==> config.mk <==
export PLATFORM = sky130hd
export DESIGN_NAME = ccip_rd_mux
export DESIGN_NICKNAME = d
export VERILOG_FILES = /design/src/rtl/ccip_rd_mux_pkg.sv /design/src/rtl/ccip_rr_arbiter.sv /design/src/rtl/ccip_rd_mux.sv
export SDC_FILE = /design/constraint.sdc
export NUM_CORES = 1
export LEC_CHECK = 0
export ABC_AREA = 1
export CAP_MARGIN = 5
export CORE_AREA = 2 2 529 531
export CTS_BUF_LIST = sky130_fd_sc_hd__clkbuf_4 sky130_fd_sc_hd__clkbuf_8
export CTS_CLUSTER_SIZE = 12
export DETAILED_ROUTE_END_ITERATION = 8
export DIE_AREA = 0 0 531 533
export GPL_TIMING_DRIVEN = 0
export SKIP_CTS_REPAIR_TIMING = 1
export SYNTH_ARGS = -nofsm -noshare
export SYNTH_HDL_FRONTEND = slang
export SYNTH_SLANG_ARGS = --single-unit
==> constraint.sdc <==
create_clock -name pClk -period 4.9 [get_ports pClk]
set_input_delay 0.98 -clock pClk [delete_from_list [all_inputs] [get_ports pClk]]
set_output_delay 0.98 -clock pClk [all_outputs]
set_load 0.005 [all_outputs]
==> src/rtl/ccip_rd_mux_pkg.sv <==
// Shared widths and helpers for the CCI-P read request multiplexer.
package ccip_rd_mux_pkg;

  localparam int MDATA_W    = 16;
  localparam int RSP_DATA_W = 512;
  // Outstanding counters must hold up to 255 in-flight reads.
  localparam int CNT_W      = 8;

  function automatic int chIdWidth(input int nCh);
    return (nCh < 2) ? 1 : $clog2(nCh);
  endfunction

endpackage

==> src/rtl/ccip_rr_arbiter.sv <==
// Round-robin selector: first eligible channel at or after ptr wins, one-hot out.
module ccip_rr_arbiter
  import ccip_rd_mux_pkg::*;
#(
  parameter int N_CHANNELS = 4,
  parameter int PTR_W      = chIdWidth(N_CHANNELS)
)(
  input  logic [N_CHANNELS-1:0] eligible,
  input  logic [PTR_W-1:0]      ptr,
  output logic [N_CHANNELS-1:0] grant
);

  always_comb begin
    logic             found;
    logic [PTR_W-1:0] idx;
    grant = '0;
    found = 1'b0;
    idx   = '0;
    for (int k = 0; k < N_CHANNELS; k++) begin
      if (int'(ptr) + k >= N_CHANNELS) idx = PTR_W'(int'(ptr) + k - N_CHANNELS);
      else                             idx = PTR_W'(int'(ptr) + k);
      if (!found && eligible[idx]) begin
        grant[idx] = 1'b1;
        found      = 1'b1;
      end
    end
  end

endmodule

==> src/rtl/ccip_rd_mux.sv <==
// N-channel read mux onto one CCI-P c0 port with per-channel credit tracking.
// Optional per-channel grant counters: define CCIP_RD_MUX_STATS_EN.
module ccip_rd_mux
  import ccip_rd_mux_pkg::*;
#(
  parameter int  N_CHANNELS      = 4,
  parameter int  MAX_OUTSTANDING = 64,
  parameter int  ADDR_WIDTH      = 42,
  localparam int CH_ID_W         = chIdWidth(N_CHANNELS),
  localparam int TAG_W           = MDATA_W - CH_ID_W
)(
  input  logic                             pClk,
  input  logic                             pReset,
  input  logic [N_CHANNELS-1:0]            req_valid,
  input  logic [N_CHANNELS*ADDR_WIDTH-1:0] req_addr,
  input  logic [N_CHANNELS*TAG_W-1:0]      req_mdata,
  output logic [N_CHANNELS-1:0]            req_ready,
  output logic                             c0_req_valid,
  output logic [ADDR_WIDTH-1:0]            c0_req_addr,
  output logic [MDATA_W-1:0]               c0_req_mdata,
  input  logic                             c0_almost_full,
  input  logic                             c0_rsp_valid,
  input  logic [MDATA_W-1:0]               c0_rsp_mdata,
  input  logic [RSP_DATA_W-1:0]            c0_rsp_data,
  output logic [N_CHANNELS-1:0]            rsp_valid,
  output logic [TAG_W-1:0]                 rsp_mdata,
  output logic [RSP_DATA_W-1:0]            rsp_data,
  output logic                             err_sticky
`ifdef CCIP_RD_MUX_STATS_EN
  ,
  output logic [N_CHANNELS*32-1:0]         stat_req_cnt
`endif
);

  logic [CNT_W-1:0]      outstanding [N_CHANNELS];
  logic [CH_ID_W-1:0]    rrPtr;
  logic [N_CHANNELS-1:0] eligible;
  logic [N_CHANNELS-1:0] cntNonZero;
  logic [N_CHANNELS-1:0] grant;
  logic [N_CHANNELS-1:0] rspHit;
  logic [CH_ID_W-1:0]    grantId;
  logic [CH_ID_W-1:0]    rspId;
  logic [ADDR_WIDTH-1:0] selAddr;
  logic [TAG_W-1:0]      selTag;
  logic                  rspOk;
  logic                  rspBad;

  logic                  reqVld_p1;
  logic [ADDR_WIDTH-1:0] reqAddr_p1;
  logic [MDATA_W-1:0]    reqMdata_p1;
  logic [N_CHANNELS-1:0] rspVld_p1;
  logic [TAG_W-1:0]      rspMdata_p1;
  logic [RSP_DATA_W-1:0] rspData_p1;
  logic                  errSticky;

  // Backpressure, reset and a full credit window all remove a channel from contention.
  always_comb begin
    eligible   = '0;
    cntNonZero = '0;
    for (int i = 0; i < N_CHANNELS; i++) begin
      eligible[i]   = req_valid[i] && !c0_almost_full && !pReset &&
                      (outstanding[i] != CNT_W'(MAX_OUTSTANDING));
      cntNonZero[i] = (outstanding[i] != '0);
    end
  end

  ccip_rr_arbiter #(
    .N_CHANNELS (N_CHANNELS),
    .PTR_W      (CH_ID_W)
  ) uArb (
    .eligible (eligible),
    .ptr      (rrPtr),
    .grant    (grant)
  );

  assign req_ready = grant;

  always_comb begin
    grantId = '0;
    selAddr = '0;
    selTag  = '0;
    for (int i = 0; i < N_CHANNELS; i++) begin
      if (grant[i]) begin
        grantId = CH_ID_W'(i);
        selAddr = req_addr[i*ADDR_WIDTH +: ADDR_WIDTH];
        selTag  = req_mdata[i*TAG_W +: TAG_W];
      end
    end
  end

  // A response only routes to an existing channel that actually has a read in flight.
  assign rspId = c0_rsp_mdata[MDATA_W-1 -: CH_ID_W];

  always_comb begin
    rspHit = '0;
    for (int i = 0; i < N_CHANNELS; i++) begin
      rspHit[i] = c0_rsp_valid && (rspId == CH_ID_W'(i)) && cntNonZero[i];
    end
  end

  assign rspOk  = |rspHit;
  assign rspBad = c0_rsp_valid && !rspOk;

  // ---- stage p1: registered host request and routed response ----
  always_ff @(posedge pClk) begin
    if (pReset) begin
      reqVld_p1   <= 1'b0;
      reqAddr_p1  <= '0;
      reqMdata_p1 <= '0;
      rspVld_p1   <= '0;
      rspMdata_p1 <= '0;
      rspData_p1  <= '0;
      errSticky   <= 1'b0;
    end else begin
      reqVld_p1 <= |grant;
      if (|grant) begin
        reqAddr_p1  <= selAddr;
        reqMdata_p1 <= {grantId, selTag};
      end
      rspVld_p1 <= rspHit;
      if (rspOk) begin
        rspMdata_p1 <= c0_rsp_mdata[TAG_W-1:0];
        rspData_p1  <= c0_rsp_data;
      end
      if (rspBad) errSticky <= 1'b1;
    end
  end

  always_ff @(posedge pClk) begin
    if (pReset) begin
      rrPtr <= '0;
      for (int i = 0; i < N_CHANNELS; i++) outstanding[i] <= '0;
    end else begin
      if (|grant) rrPtr <= (grantId == CH_ID_W'(N_CHANNELS - 1)) ? '0 : grantId + 1'b1;
      for (int i = 0; i < N_CHANNELS; i++) begin
        if (grant[i] && !rspHit[i])      outstanding[i] <= outstanding[i] + 1'b1;
        else if (!grant[i] && rspHit[i]) outstanding[i] <= outstanding[i] - 1'b1;
      end
    end
  end

  assign c0_req_valid = reqVld_p1;
  assign c0_req_addr  = reqAddr_p1;
  assign c0_req_mdata = reqMdata_p1;
  assign rsp_valid    = rspVld_p1;
  assign rsp_mdata    = rspMdata_p1;
  assign rsp_data     = rspData_p1;
  assign err_sticky   = errSticky;

`ifdef CCIP_RD_MUX_STATS_EN
  logic [31:0] statCnt [N_CHANNELS];

  function automatic logic [31:0] satInc32(input logic [31:0] v);
    return (v == 32'hFFFF_FFFF) ? v : v + 32'd1;
  endfunction

  always_ff @(posedge pClk) begin
    if (pReset) begin
      for (int i = 0; i < N_CHANNELS; i++) statCnt[i] <= '0;
    end else begin
      for (int i = 0; i < N_CHANNELS; i++) begin
        if (grant[i]) statCnt[i] <= satInc32(statCnt[i]);
      end
    end
  end

  always_comb begin
    stat_req_cnt = '0;
    for (int i = 0; i < N_CHANNELS; i++) stat_req_cnt[i*32 +: 32] = statCnt[i];
  end
`endif

endmodule

==> impl_results.rst, run 1 <==
.. list-table::
   :header-rows: 1

   * - Metric
     - Value
   * - Count of buffers inserted at the top-level ports
     - about 1400
   * - Vias
     - 30310
   * - YS warnings
     - 0
   * - Post-synthesis share of cell area spent on xor and xnor gates
     - less than 1%
   * - Number of sinks handled by clock tree synthesis
     - around 620
   * - Drt first pass iters
     - 5
   * - Critical path cell sequence
     - inv_2 > ha_1 > nand2_1 > nor2_1 > nand2_1 > nand3_1 > nand2_1 > nand2_1 > nand2_2 > nor2_4 > buf_4 > nand3_1 > nand3_4 > buf_6 > clkdlybuf4s50_1
   * - Initial antenna violation count
     - 86
   * - H-tree Lvls
     - 4
   * - Wire length of the first global-routing pass
     - approximately 300000 um
   * - Met1 layer wirelength in the final routing
     - about 87000 um
   * - Synthesized netlist cell count
     - ~3400
   * - Final worst clock skew
     - around 97 ps
   * - Number of vias per cell
     - around 3.4
   * - Synth Area in Compound Gates
     - between 10% and 20%
   * - Horiz. Die Dim
     - ~530 um
   * - Min Hold Slack
     - 423.4 ps
   * - Total standard cell area after synthesis
     - 25220 um^2
   * - Buffering stage count on the worst path with inverters included
     - 4
   * - Final setup viols
     - 0
   * - Number of design-rule violations left by the first detailed-router iteration
     - about 1800
   * - Synthesized area per cell
     - between 7 and 8 um^2
   * - Main combinational cell family by area after synthesis
     - simple AND/OR/NAND/NOR gates
   * - Register area share after synthesis
     - between 50 and 60%
   * - Pin count of the biggest net entering global routing
     - 13
   * - Hold depth
     - 2
   * - Endpoint type of the worst setup path
     - output port
   * - Number of stages on the worst setup path
     - 15
   * - Io pins
     - 1354
   * - Nets in the synthesized netlist
     - about 4200
   * - Final-layout setup total negative slack
     - 0 ps
   * - Area grow syn2layout
     - 85.27%
   * - Floorplan die area
     - about 280000 um^2
   * - Final Wtd Congestion
     - ~0.99
   * - Cell variety after synth
     - 36
   * - Proportion of layout cells with a drive suffix above 1
     - between 7 and 8%
   * - Clock latency on the worst-skew pair
     - roughly 920 ps
   * - Number of slew-limit violations in the final report
     - 0
   * - Clock transition time at the flip-flop clock pins of the worst setup and hold paths
     - roughly 60 ps
   * - Number of global-route vias before repair
     - approximately 29000
   * - Leakage power figure
     - between 15 and 20 nW
   * - Peak ir drop on the vdd network
     - approximately 0.00037 V
   * - Detail Placement HPWL
     - about 210000 um
   * - Routed wire length
     - 241800 um
   * - Floorplan die height
     - 533 um
   * - Seq cells post-synth
     - 624
   * - Leading cell type in the layout, fill and taps excluded
     - sky130_fd_sc_hd__clkdlybuf4s50_1
   * - Number of cell instances on the worst register-to-register path
     - 28
   * - Area of the core
     - 277900 um^2
   * - Met2 WL
     - approximately 100000 um
   * - Result of the run
     - finished, final reports clean
   * - Startpoint types
     - flip-flop
   * - Slew Limit Headroom
     - a little under a fifth
   * - Placement-stage cell area
     - roughly 43000 um^2
   * - Layout Utilization
     - approximately 17%
   * - Number of buffers inserted during clock tree synthesis
     - ~130
   * - Mux contribution to synthesized area
     - 0%
   * - # rows
     - ~190
   * - Area share of fa/ha/maj cells after synthesis
     - 1.578%
   * - Max-cap violation count
     - 0
   * - Max Fclk
     - ~220 MHz
   * - Crit path kind
     - flip-flop to output port
   * - Overflow left after global routing
     - 0
   * - Most frequent cells in the layout
     - sky130_fd_sc_hd__clkdlybuf4s50_1, sky130_fd_sc_hd__nor2_1, sky130_fd_sc_hd__dfxtp_1, sky130_fd_sc_hd__o21ai_0, sky130_fd_sc_hd__nand2_1
   * - Wire length per cell after detailed routing
     - between 20 and 30 um
   * - Power after layout
     - between 20 and 25 mW
   * - Number of nets with antenna violations after detailed routing
     - 0
   * - Root buffer cell
     - sky130_fd_sc_hd__clkbuf_8
   * - Non-Filler Cell Area, Final
     - approximately 47000 um^2
   * - Classification of the worst-slack hold path
     - input pin to flip-flop
   * - Crit path top cell by count
     - sky130_fd_sc_hd__nand2_1
   * - Longest Clk Path Bufs
     - 4
   * - Total power per unit cell area
     - slightly above 500 nW/um^2
   * - Total number of nets in the final design
     - 5727
   * - Max incr delay on CP
     - 500 ps
   * - CTS tree
     - yes
   * - Slowest library cell on the worst path
     - sky130_fd_sc_hd__clkdlybuf4s50_1
   * - Transition at the pin with the smallest max-transition slack
     - 1219 ps
   * - Area share of and/or/nand/nor cells after synthesis
     - 27.85%
   * - Largest fanout on the critical path
     - 10
   * - Uppermost signal routing layer after detailed routing
     - met5
   * - Ratio of final minimum period to clock period
     - a little over nine tenths
   * - Worst EP arrival
     - roughly 3600 ps
   * - Minimum clock period after layout
     - 4588 ps
   * - Global Route Usage Sum
     - ~16%
   * - Family of cells with the greatest summed delay on the critical path
     - simple AND/OR/NAND/NOR gates
   * - Routed met3 length
     - approximately 40000 um
   * - Number of remaining DRC errors
     - 0
   * - Required arrival time at the worst endpoint
     - ~4000 ps
   * - Starting Density
     - ~9.1%
   * - Final hold violation count
     - 0
==> report_power, final <==
group	leakage (nW)	switching, mW	total, mW	internal, mW
Combinational	11.3	6.85	10.5	3.61
Clock	1.59	2.82	6.75	3.92
Sequential	5.25	0.561	6.65	6.09
Total	18.1	10.2	23.9	13.6
==> Yosys cell counts, drive strengths merged <==
master      n  area share (%)
xor2       14            0.49
a31oi       2           0.050
edfxtp     32             3.8
ha         27             1.3
nor2     1237              19
nand3     169             3.6
nor3        4           0.079
and2        4           0.099
clkinv      1           0.015
clkbuf    130             1.9
o21ai     595              12
a41o        3            0.12
or2         8            0.21
o21bai      1           0.030
a21oi      76             1.5
dfxtp     592              47
o22ai       1           0.025
o2111ai     1           0.060
nand2     348             5.2
o31ai       4            0.12
nand4       1           0.025
a21o        3           0.089
buf       109             2.4
inv        73             1.1
fa          3            0.24
==> metal layers <==
metal  vias to the layer above  GRT usage [%]
met5                         -              0
met4                        40          7.016
met3                       423          11.95
met2                      1686          25.07
met1                     13990          16.65
li1                      14170              -
==> area by class of cell <==
cell class	count	area, um^2
Fill cell	31620	231200
Inverter	74	280.3
Timing Repair Buffer	1366	13660
Antenna cell	34	85.08
Multi-Input combinational cell	2501	11040
Clock inverter	42	536.8
Clock buffer	194	2532
Sequential cell	624	12810
Buffer	236	1106
Tap cell	3724	4659
==> logic make-up after synthesis <==
family | Yosys count
xor+xnor | 14
flops | 624
simple gates | 1771
buf+inv | 313
compound gates | 686
fa+ha+maj | 30
==> state kept, by name, summed over array words and instances (netlist names) <==
register / cells
rsp_data: 512
rsp_valid: 4
rsp_mdata: 14
rrPtr: 2
c0_req_valid: 1
outstanding: 32
c0_req_mdata: 16
c0_req_addr: 42
err_sticky: 1
==> stage by stage <==
stage / worst slack, ps / cells
2_1_floorplan: 596.0 / 3438
3_3_place_gp: -838.8 / 8514
3_5_place_dp: -834.2 / 8517
4_1_cts: -560.9 / 8753
5_1_grt: -4.915 / 8777
6_report: 312.1 / 8795
==> worst paths after layout <==
kind | from | end | slack [ps]
setup / recovery | outstanding[3][0]$_DFFE_PP_ | req_ready[0] | 310
hold / removal | pReset | err_sticky$_SDFFE_PP0P_ | 420
setup reg to reg | outstanding[3][0]$_DFFE_PP_ | outstanding[1][7]$_SDFFCE_PN0P_ | 430
hold reg to reg | c0_req_mdata[7]$_SDFFE_PP0P_ | c0_req_mdata[7]$_SDFFE_PP0P_ | 460
(Power assumes the default switching activity.)
==> inputs of run 2 (changes only) <==
--- a/config.mk
+++ b/config.mk
@@ -14,6 +14,7 @@
 export DIE_AREA = 0 0 531 533
 export GPL_TIMING_DRIVEN = 0
 export SKIP_CTS_REPAIR_TIMING = 1
+export SLEW_MARGIN = 20
 export SYNTH_ARGS = -nofsm -noshare
 export SYNTH_HDL_FRONTEND = slang
 export SYNTH_SLANG_ARGS = --single-unit
==> run 2 against run 1 <==
  * Flip-flop and latch count stayed put
  * Critical path type unchanged
  * Utilization barely moved
  * Clock skew up 71 ps
  * Sequential share of layout area grew 0.063 points
  * Global-route usage shrank 0.079 points
  * First-iteration DRC count rose by 11%
  * Via count up 0.10%
==> impl_results.rst, run 2 (synthesis gave the netlist of run 1 again) <==
.. list-table::
   :header-rows: 1

   * - Metric
     - Value
   * - Area of the core
     - between 200000 and 300000 um^2
   * - Endpoint type of the worst setup path
     - output port
   * - Number of sinks handled by clock tree synthesis
     - ~620
   * - Longest Clk Path Bufs
     - 4
   * - Worst hold endpoint
     - err_sticky$_SDFFE_PP0P_
   * - Required arrival time at the worst endpoint
     - 3920 ps
   * - Horiz. Die Dim
     - 531 um
   * - Family of cells with the greatest summed delay on the critical path
     - simple AND/OR/NAND/NOR gates
   * - Critical hold path startpoint
     - pReset
   * - Proportion of layout cells with a drive suffix above 1
     - around 8%
   * - Io pins
     - roughly 1400
   * - Count of buffers inserted at the top-level ports
     - 1352
   * - Min Hold Slack
     - between 400 and 500 ps
   * - Peak ir drop on the vdd network
     - 0.0003371 V
   * - Result of the run
     - finished, final reports clean
   * - Final worst clock skew
     - about 170 ps
   * - Max FFs per register
     - around 510
   * - Critical path cell sequence
     - inv_2 > ha_1 > nand2_1 > nor2_1 > nand2_1 > nand3_1 > nand2_1 > nand2_1 > nand2_2 > nor2_4 > buf_4 > nand3_2 > nand3_4 > buf_4 > clkdlybuf4s50_1
   * - Ratio of final minimum period to clock period
     - a little over nine tenths
   * - Worst EP arrival
     - roughly 3600 ps
   * - Cell total after placement
     - 8516
   * - Clock latency on the worst-skew pair
     - approximately 1000 ps
   * - Most frequent cells in the layout
     - sky130_fd_sc_hd__clkdlybuf4s50_1, sky130_fd_sc_hd__nor2_1, sky130_fd_sc_hd__dfxtp_1, sky130_fd_sc_hd__o21ai_0, sky130_fd_sc_hd__nand2_1
   * - Number of global-route vias before repair
     - slightly below 30000
   * - Starting Density
     - around 9.1%
   * - Final hold violation count
     - 0
   * - Number of nets with antenna violations after detailed routing
     - 0
   * - Classification of the worst-slack hold path
     - input pin to flip-flop
   * - Part of the total power dissipated in the clock network
     - ~28%
   * - Leakage power figure
     - approximately 18 nW
   * - Final-layout setup total negative slack
     - 0 ps
   * - Startpoint types
     - flip-flop
   * - Global Route Usage Sum
     - between 10% and 20%
   * - Number of stages on the worst setup path
     - 15
   * - Vias
     - around 30000
   * - Power after layout
     - about 24 mW
   * - Final Wtd Congestion
     - 0.9899
   * - Number of vias per cell
     - between 3 and 4
   * - Initial antenna violation count
     - slightly below 90
   * - CTS tree
     - yes
   * - Transition at the pin with the smallest max-transition slack
     - approximately 1200 ps
   * - Clock transition time at the flip-flop clock pins of the worst setup and hold paths
     - about 60 ps
   * - Floorplan die height
     - between 500 and 600 um
   * - Sequential Power Share
     - roughly 28%
   * - Max Fclk
     - around 220 MHz
   * - Net switching share of the total power
     - a little over two fifths
   * - Max-cap violation count
     - 0
   * - Number of cell instances on the worst register-to-register path
     - 28
   * - Critical R2R Capture
     - outstanding[0][7]$_SDFFCE_PN0P_
   * - Area grow syn2layout
     - 84.85%
   * - Final setup viols
     - 0
   * - Crit Reg-Reg Startpoint
     - outstanding[3][0]$_DFFE_PP_
   * - Total power per unit cell area
     - roughly 510 nW/um^2
   * - Slowest library cell on the worst path
     - sky130_fd_sc_hd__clkdlybuf4s50_1
   * - Number of design-rule violations left by the first detailed-router iteration
     - 1991
   * - Power Internal
     - around 14 mW
   * - Number of buffers inserted during clock tree synthesis
     - roughly 120
   * - Floorplan die area
     - about 280000 um^2
   * - Wire length per cell after detailed routing
     - 27.42 um
   * - Max incr delay on CP
     - ~520 ps
   * - Drt first pass iters
     - 5
   * - Number of remaining DRC errors
     - 0
   * - Routed wire length
     - about 240000 um
   * - Part of the power in combinational logic
     - between 40 and 50%
   * - Root buffer cell
     - sky130_fd_sc_hd__clkbuf_8
   * - Crit path top cell by count
     - sky130_fd_sc_hd__nand2_1
   * - Overflow left after global routing
     - 0
   * - Largest fanout on the critical path
     - 10
   * - H-tree Lvls
     - 3
   * - Number of slew-limit violations in the final report
     - 0
   * - Buffering stage count on the worst path with inverters included
     - 4
   * - Slew Limit Headroom
     - 22.81%
   * - Crit path kind
     - flip-flop to output port
   * - Wire length of the first global-routing pass
     - around 300000 um
   * - P_sw
     - 10.06 mW
   * - Minimum clock period after layout
     - between 4000 and 5000 ps
   * - R2R setup slack
     - around 480 ps
   * - Leading cell type in the layout, fill and taps excluded
     - sky130_fd_sc_hd__clkdlybuf4s50_1
   * - Detail Placement HPWL
     - between 200000 and 250000 um
   * - # rows
     - between 150 and 200
   * - Pin count of the biggest net entering global routing
     - 22
   * - Hold depth
     - 2
   * - Non-Filler Instances
     - approximately 8800
   * - Total number of nets in the final design
     - 5714
run 2: cell type report:
type / count / area (um^2)
clock inverter: 41 / 639.4
fill: 31620 / 231300
sequential: 624 / 12810
inverter: 74 / 279.0
buffer: 236 / 1109
timing repair buffer: 1365 / 13670
clock buffer: 181 / 2335
multi-input combinational: 2501 / 11040
tap: 3724 / 4659
antenna: 28 / 70.07
run 2: routing by layer:
layer	track usage [%]	share of wire [%]
met5	0.4726	0.19
met4	7.348	4.9
met3	11.60	17
met2	24.77	43
met1	16.72	36
run 2: per-stage QoR:
| step | setup WS [ps] | instance area [um^2] | utilization (%) |
|---|---|---|---|
| after floorplan | 596.0 | 25220 | - |
| after global placement | -838.8 | 43410 | 15.62 |
| after detailed placement | -678.6 | 43470 | 15.64 |
| after CTS | -570.7 | 46440 | 16.71 |
| after global routing | -18.75 | 46580 | 16.76 |
| final | 279.6 | 46610 | 16.77 |
run 2: worst max path at each step:
stage                                     start                              end  slack, ps
finish              outstanding[3][0]$_DFFE_PP_                     req_ready[0]        280
global route        outstanding[3][1]$_DFFE_PP_                     req_ready[0]        -20
CTS                 outstanding[3][0]$_DFFE_PP_                     req_ready[3]       -570
detailed placement               c0_almost_full  outstanding[1][7]$_SDFFCE_PN0P_       -680
global placement                   c0_rsp_valid       rsp_data[317]$_SDFFE_PP0P_       -840
floorplan                                pReset  outstanding[1][7]$_SDFFCE_PN0P_        600
run 2: worst reg2reg max path, delay by kind of cell, from the launching register on:
family / cells / cell delay, ps
compound gates: 4 / 660
fa+ha+maj: 2 / 530
simple gates: 15 / 1740
flops: 1 / 400
xor+xnor: 2 / 290
buf+inv: 5 / 580
run 2: power by group through the flow:
stage          combinational [mW]  sequential (mW)  clock (mW)
6_report                     10.4             6.65        6.55
4_1_cts                      10.5             6.64        6.76
5_1_grt                      11.4             6.73        6.92
3_5_place_dp                 10.5             6.73           0
2_1_floorplan                4.08             6.66           0
3_3_place_gp                 10.5             6.71           0
==> inputs of run 3 (changes only) <==
--- a/config.mk
+++ b/config.mk
@@ -7,11 +7,11 @@
 export LEC_CHECK = 0
 export ABC_AREA = 1
 export CAP_MARGIN = 5
-export CORE_AREA = 2 2 529 531
+export CORE_AREA = 2 2 523 525
 export CTS_BUF_LIST = sky130_fd_sc_hd__clkbuf_4 sky130_fd_sc_hd__clkbuf_8
 export CTS_CLUSTER_SIZE = 12
 export DETAILED_ROUTE_END_ITERATION = 8
-export DIE_AREA = 0 0 531 533
+export DIE_AREA = 0 0 525 527
 export GPL_TIMING_DRIVEN = 0
 export SKIP_CTS_REPAIR_TIMING = 1
 export SLEW_MARGIN = 20
==> run 3 against run 2 <==
  * Clock power decreased by 5.5%
  * Critical path depth decreased by 5
  * Sequential share of layout area increased by 0.22 points
  * Die area decreased by 2.2%
  * Global-route usage increased by 1.2 points
  * Setup slack got worse by 16 ps
  * Combinational power about the same
  * Flip-flop and latch count unchanged
  * First-iteration DRC count decreased by 4.1%
  * Total power decreased by 2.4%
  * Utilization increased by 0.25 points
  * Clock skew decreased by 71 ps
==> impl_results.rst, run 3 (synthesis gave the netlist of run 1 again) <==
.. list-table::
   :header-rows: 1

   * - Metric
     - Value
   * - Final setup viols
     - 0
   * - Global Route Usage Sum
     - roughly 17%
   * - Minimum clock period after layout
     - around 4600 ps
   * - Net switching share of the total power
     - approximately 43%
   * - Max-cap violation count
     - 0
   * - H-tree Lvls
     - 4
   * - Root buffer cell
     - sky130_fd_sc_hd__clkbuf_8
   * - Pin count of the biggest net entering global routing
     - 13
   * - # rows
     - between 150 and 200
   * - Number of sinks handled by clock tree synthesis
     - ~620
   * - Wire length of the first global-routing pass
     - roughly 310000 um
   * - Leading cell type in the layout, fill and taps excluded
     - sky130_fd_sc_hd__clkdlybuf4s50_1
   * - Cell total after placement
     - around 8400
   * - Non-Filler Instances
     - 8647
   * - Drt first pass iters
     - 5
   * - Number of global-route vias before repair
     - about 30000
   * - Detail Placement HPWL
     - approximately 220000 um
   * - Slew Limit Headroom
     - 23.70%
   * - Longest Clk Path Bufs
     - 4
   * - Result of the run
     - finished, final reports clean
   * - Total power per unit cell area
     - approximately 500 nW/um^2
   * - Classification of the worst-slack hold path
     - input pin to flip-flop
   * - Wire length per cell after detailed routing
     - about 29 um
   * - Largest fanout on the critical path
     - 10
   * - Number of vias per cell
     - about 3.5
   * - Endpoint type of the worst setup path
     - output port
   * - Floorplan die area
     - about 280000 um^2
   * - Worst EP arrival
     - about 3700 ps
   * - Required arrival time at the worst endpoint
     - between 3000 and 4000 ps
   * - Number of buffers inserted during clock tree synthesis
     - around 140
   * - Max FFs per register
     - around 510
   * - Total number of nets in the final design
     - 5724
   * - Initial antenna violation count
     - 110
   * - Peak ir drop on the vdd network
     - between 0.0004 and 0.0005 V
   * - Floorplan die height
     - 527 um
   * - CTS tree
     - yes
   * - Ratio of final minimum period to clock period
     - between 90 and 100%
   * - Area of the core
     - between 200000 and 300000 um^2
   * - Power Internal
     - ~13 mW
   * - Transition at the pin with the smallest max-transition slack
     - roughly 1100 ps
   * - Min Hold Slack
     - 427.0 ps
   * - Io pins
     - 1354
   * - Horiz. Die Dim
     - between 500 and 600 um
   * - Number of design-rule violations left by the first detailed-router iteration
     - roughly 1900
   * - Part of the power in combinational logic
     - about 44%
   * - Count of buffers inserted at the top-level ports
     - 1352
   * - Final Wtd Congestion
     - 0.9902
   * - Startpoint types
     - flip-flop
   * - Part of the total power dissipated in the clock network
     - ~27%
   * - Overflow left after global routing
     - 0
   * - Leakage power figure
     - 17.94 nW
   * - Number of nets with antenna violations after detailed routing
     - 0
   * - Proportion of layout cells with a drive suffix above 1
     - under 10%
   * - Vias
     - 30410
   * - Max Fclk
     - roughly 220 MHz
   * - Starting Density
     - under 10%
   * - RSZ-0062 raised after global routing
     - yes
   * - Final hold violation count
     - 0
   * - Clock transition time at the flip-flop clock pins of the worst setup and hold paths
     - around 50 ps
   * - Number of remaining DRC errors
     - 0
   * - Final worst clock skew
     - 96.54 ps
   * - Area grow syn2layout
     - 83.38%
   * - Clock latency on the worst-skew pair
     - ~930 ps
   * - Number of slew-limit violations in the final report
     - 0
   * - P_sw
     - about 10 mW
   * - Most frequent cells in the layout
     - sky130_fd_sc_hd__clkdlybuf4s50_1, sky130_fd_sc_hd__nor2_1, sky130_fd_sc_hd__dfxtp_1, sky130_fd_sc_hd__o21ai_0, sky130_fd_sc_hd__nand2_1
   * - Crit path kind
     - flip-flop to output port
   * - Routed wire length
     - 251100 um
   * - Sequential Power Share
     - around 29%
[run 3: cell count changes in the layout (fill, tap and decap cells not counted), moves of 2 or more]
cell / previous run / this run
sky130_fd_sc_hd__clkbuf_4: 25 / 40
sky130_fd_sc_hd__diode_2: 28 / 35
sky130_fd_sc_hd__clkinv_2: 20 / 6
sky130_fd_sc_hd__clkbuf_1: 123 / 120
sky130_fd_sc_hd__clkbuf_2: 7 / 10
sky130_fd_sc_hd__bufinv_16: 16 / 2
sky130_fd_sc_hd__buf_6: 7 / 10
sky130_fd_sc_hd__clkinvlp_4: 3 / 7
sky130_fd_sc_hd__clkbuf_8: 156 / 165
sky130_fd_sc_hd__buf_4: 22 / 18
sky130_fd_sc_hd__inv_6: 0 / 2
[run 3: path summary, 6_finish.rpt]
check | startpoint | endpoint | slack, ps | cells past startpoint
worst min-delay path | pReset | c0_req_mdata[15]$_SDFFE_PP0P_ | 430 | 2
worst max register to register | rrPtr[0]$_SDFFE_PP0P_ | outstanding[2][7]$_SDFFCE_PN0P_ | 450 | 25
worst min register to register | c0_req_addr[29]$_SDFFE_PP0P_ | c0_req_addr[29]$_SDFFE_PP0P_ | 450 | 2
worst max-delay path | rrPtr[0]$_SDFFE_PP0P_ | req_ready[3] | 260 | 10
[run 3: critical path, cell delays in order, from the launching register on]
cell and delay [ps]:
sky130_fd_sc_hd__dfxtp_1 580, sky130_fd_sc_hd__inv_1 230, sky130_fd_sc_hd__ha_1 390, sky130_fd_sc_hd__inv_1 90
sky130_fd_sc_hd__nand2_1 80, sky130_fd_sc_hd__nand2_2 100, sky130_fd_sc_hd__nor2_4 240, sky130_fd_sc_hd__nand3_2 120
sky130_fd_sc_hd__nand3_4 220, sky130_fd_sc_hd__buf_6 220, sky130_fd_sc_hd__clkdlybuf4s50_1 520
[run 3: layer usage]
layer / vias up / share of wire, % / track usage [%]
met3: 433 / 16 / 12.06
met5: - / 0.12 / 0
met2: 1658 / 45 / 27.90
met1: 14100 / 34 / 17.18
li1: 14170 / - / -
met4: 48 / 5.1 / 8.012
[run 3: layout make-up]
cell class	instances	area [um^2]
Fill cell	30940	225500
Timing Repair Buffer	1361	13610
Sequential cell	624	12810
Multi-Input combinational cell	2501	11050
Tap cell	3589	4491
Clock buffer	205	2571
Buffer	237	1124
Inverter	74	279.0
Clock inverter	21	211.5
Antenna cell	35	87.58
[run 3: power groups by stage]
| stage | Clock (mW) | Sequential (mW) | Combinational, mW |
|---|---|---|---|
| floorplan | 0 | 6.66 | 4.08 |
| global placement | 0 | 6.71 | 10.4 |
| detailed placement | 0 | 6.72 | 10.4 |
| CTS | 6.41 | 6.64 | 10.4 |
| global route | 6.59 | 6.74 | 11.2 |
| finish | 6.19 | 6.64 | 10.2 |
[run 3: metrics by stage]
step	utilization [%]	setup TNS, ps	total power, mW	setup slack, ps	area (um^2)
after detailed placement	15.93	-3664	17.11	-603.9	43280
after CTS	16.95	-358.4	23.49	-351.6	46060
final	17.02	0	23.07	263.3	46240
after floorplan	-	0	10.74	596.0	25220
after global routing	17.01	-38.42	24.52	-38.42	46220
after global placement	15.91	-7227	17.13	-570.7	43240
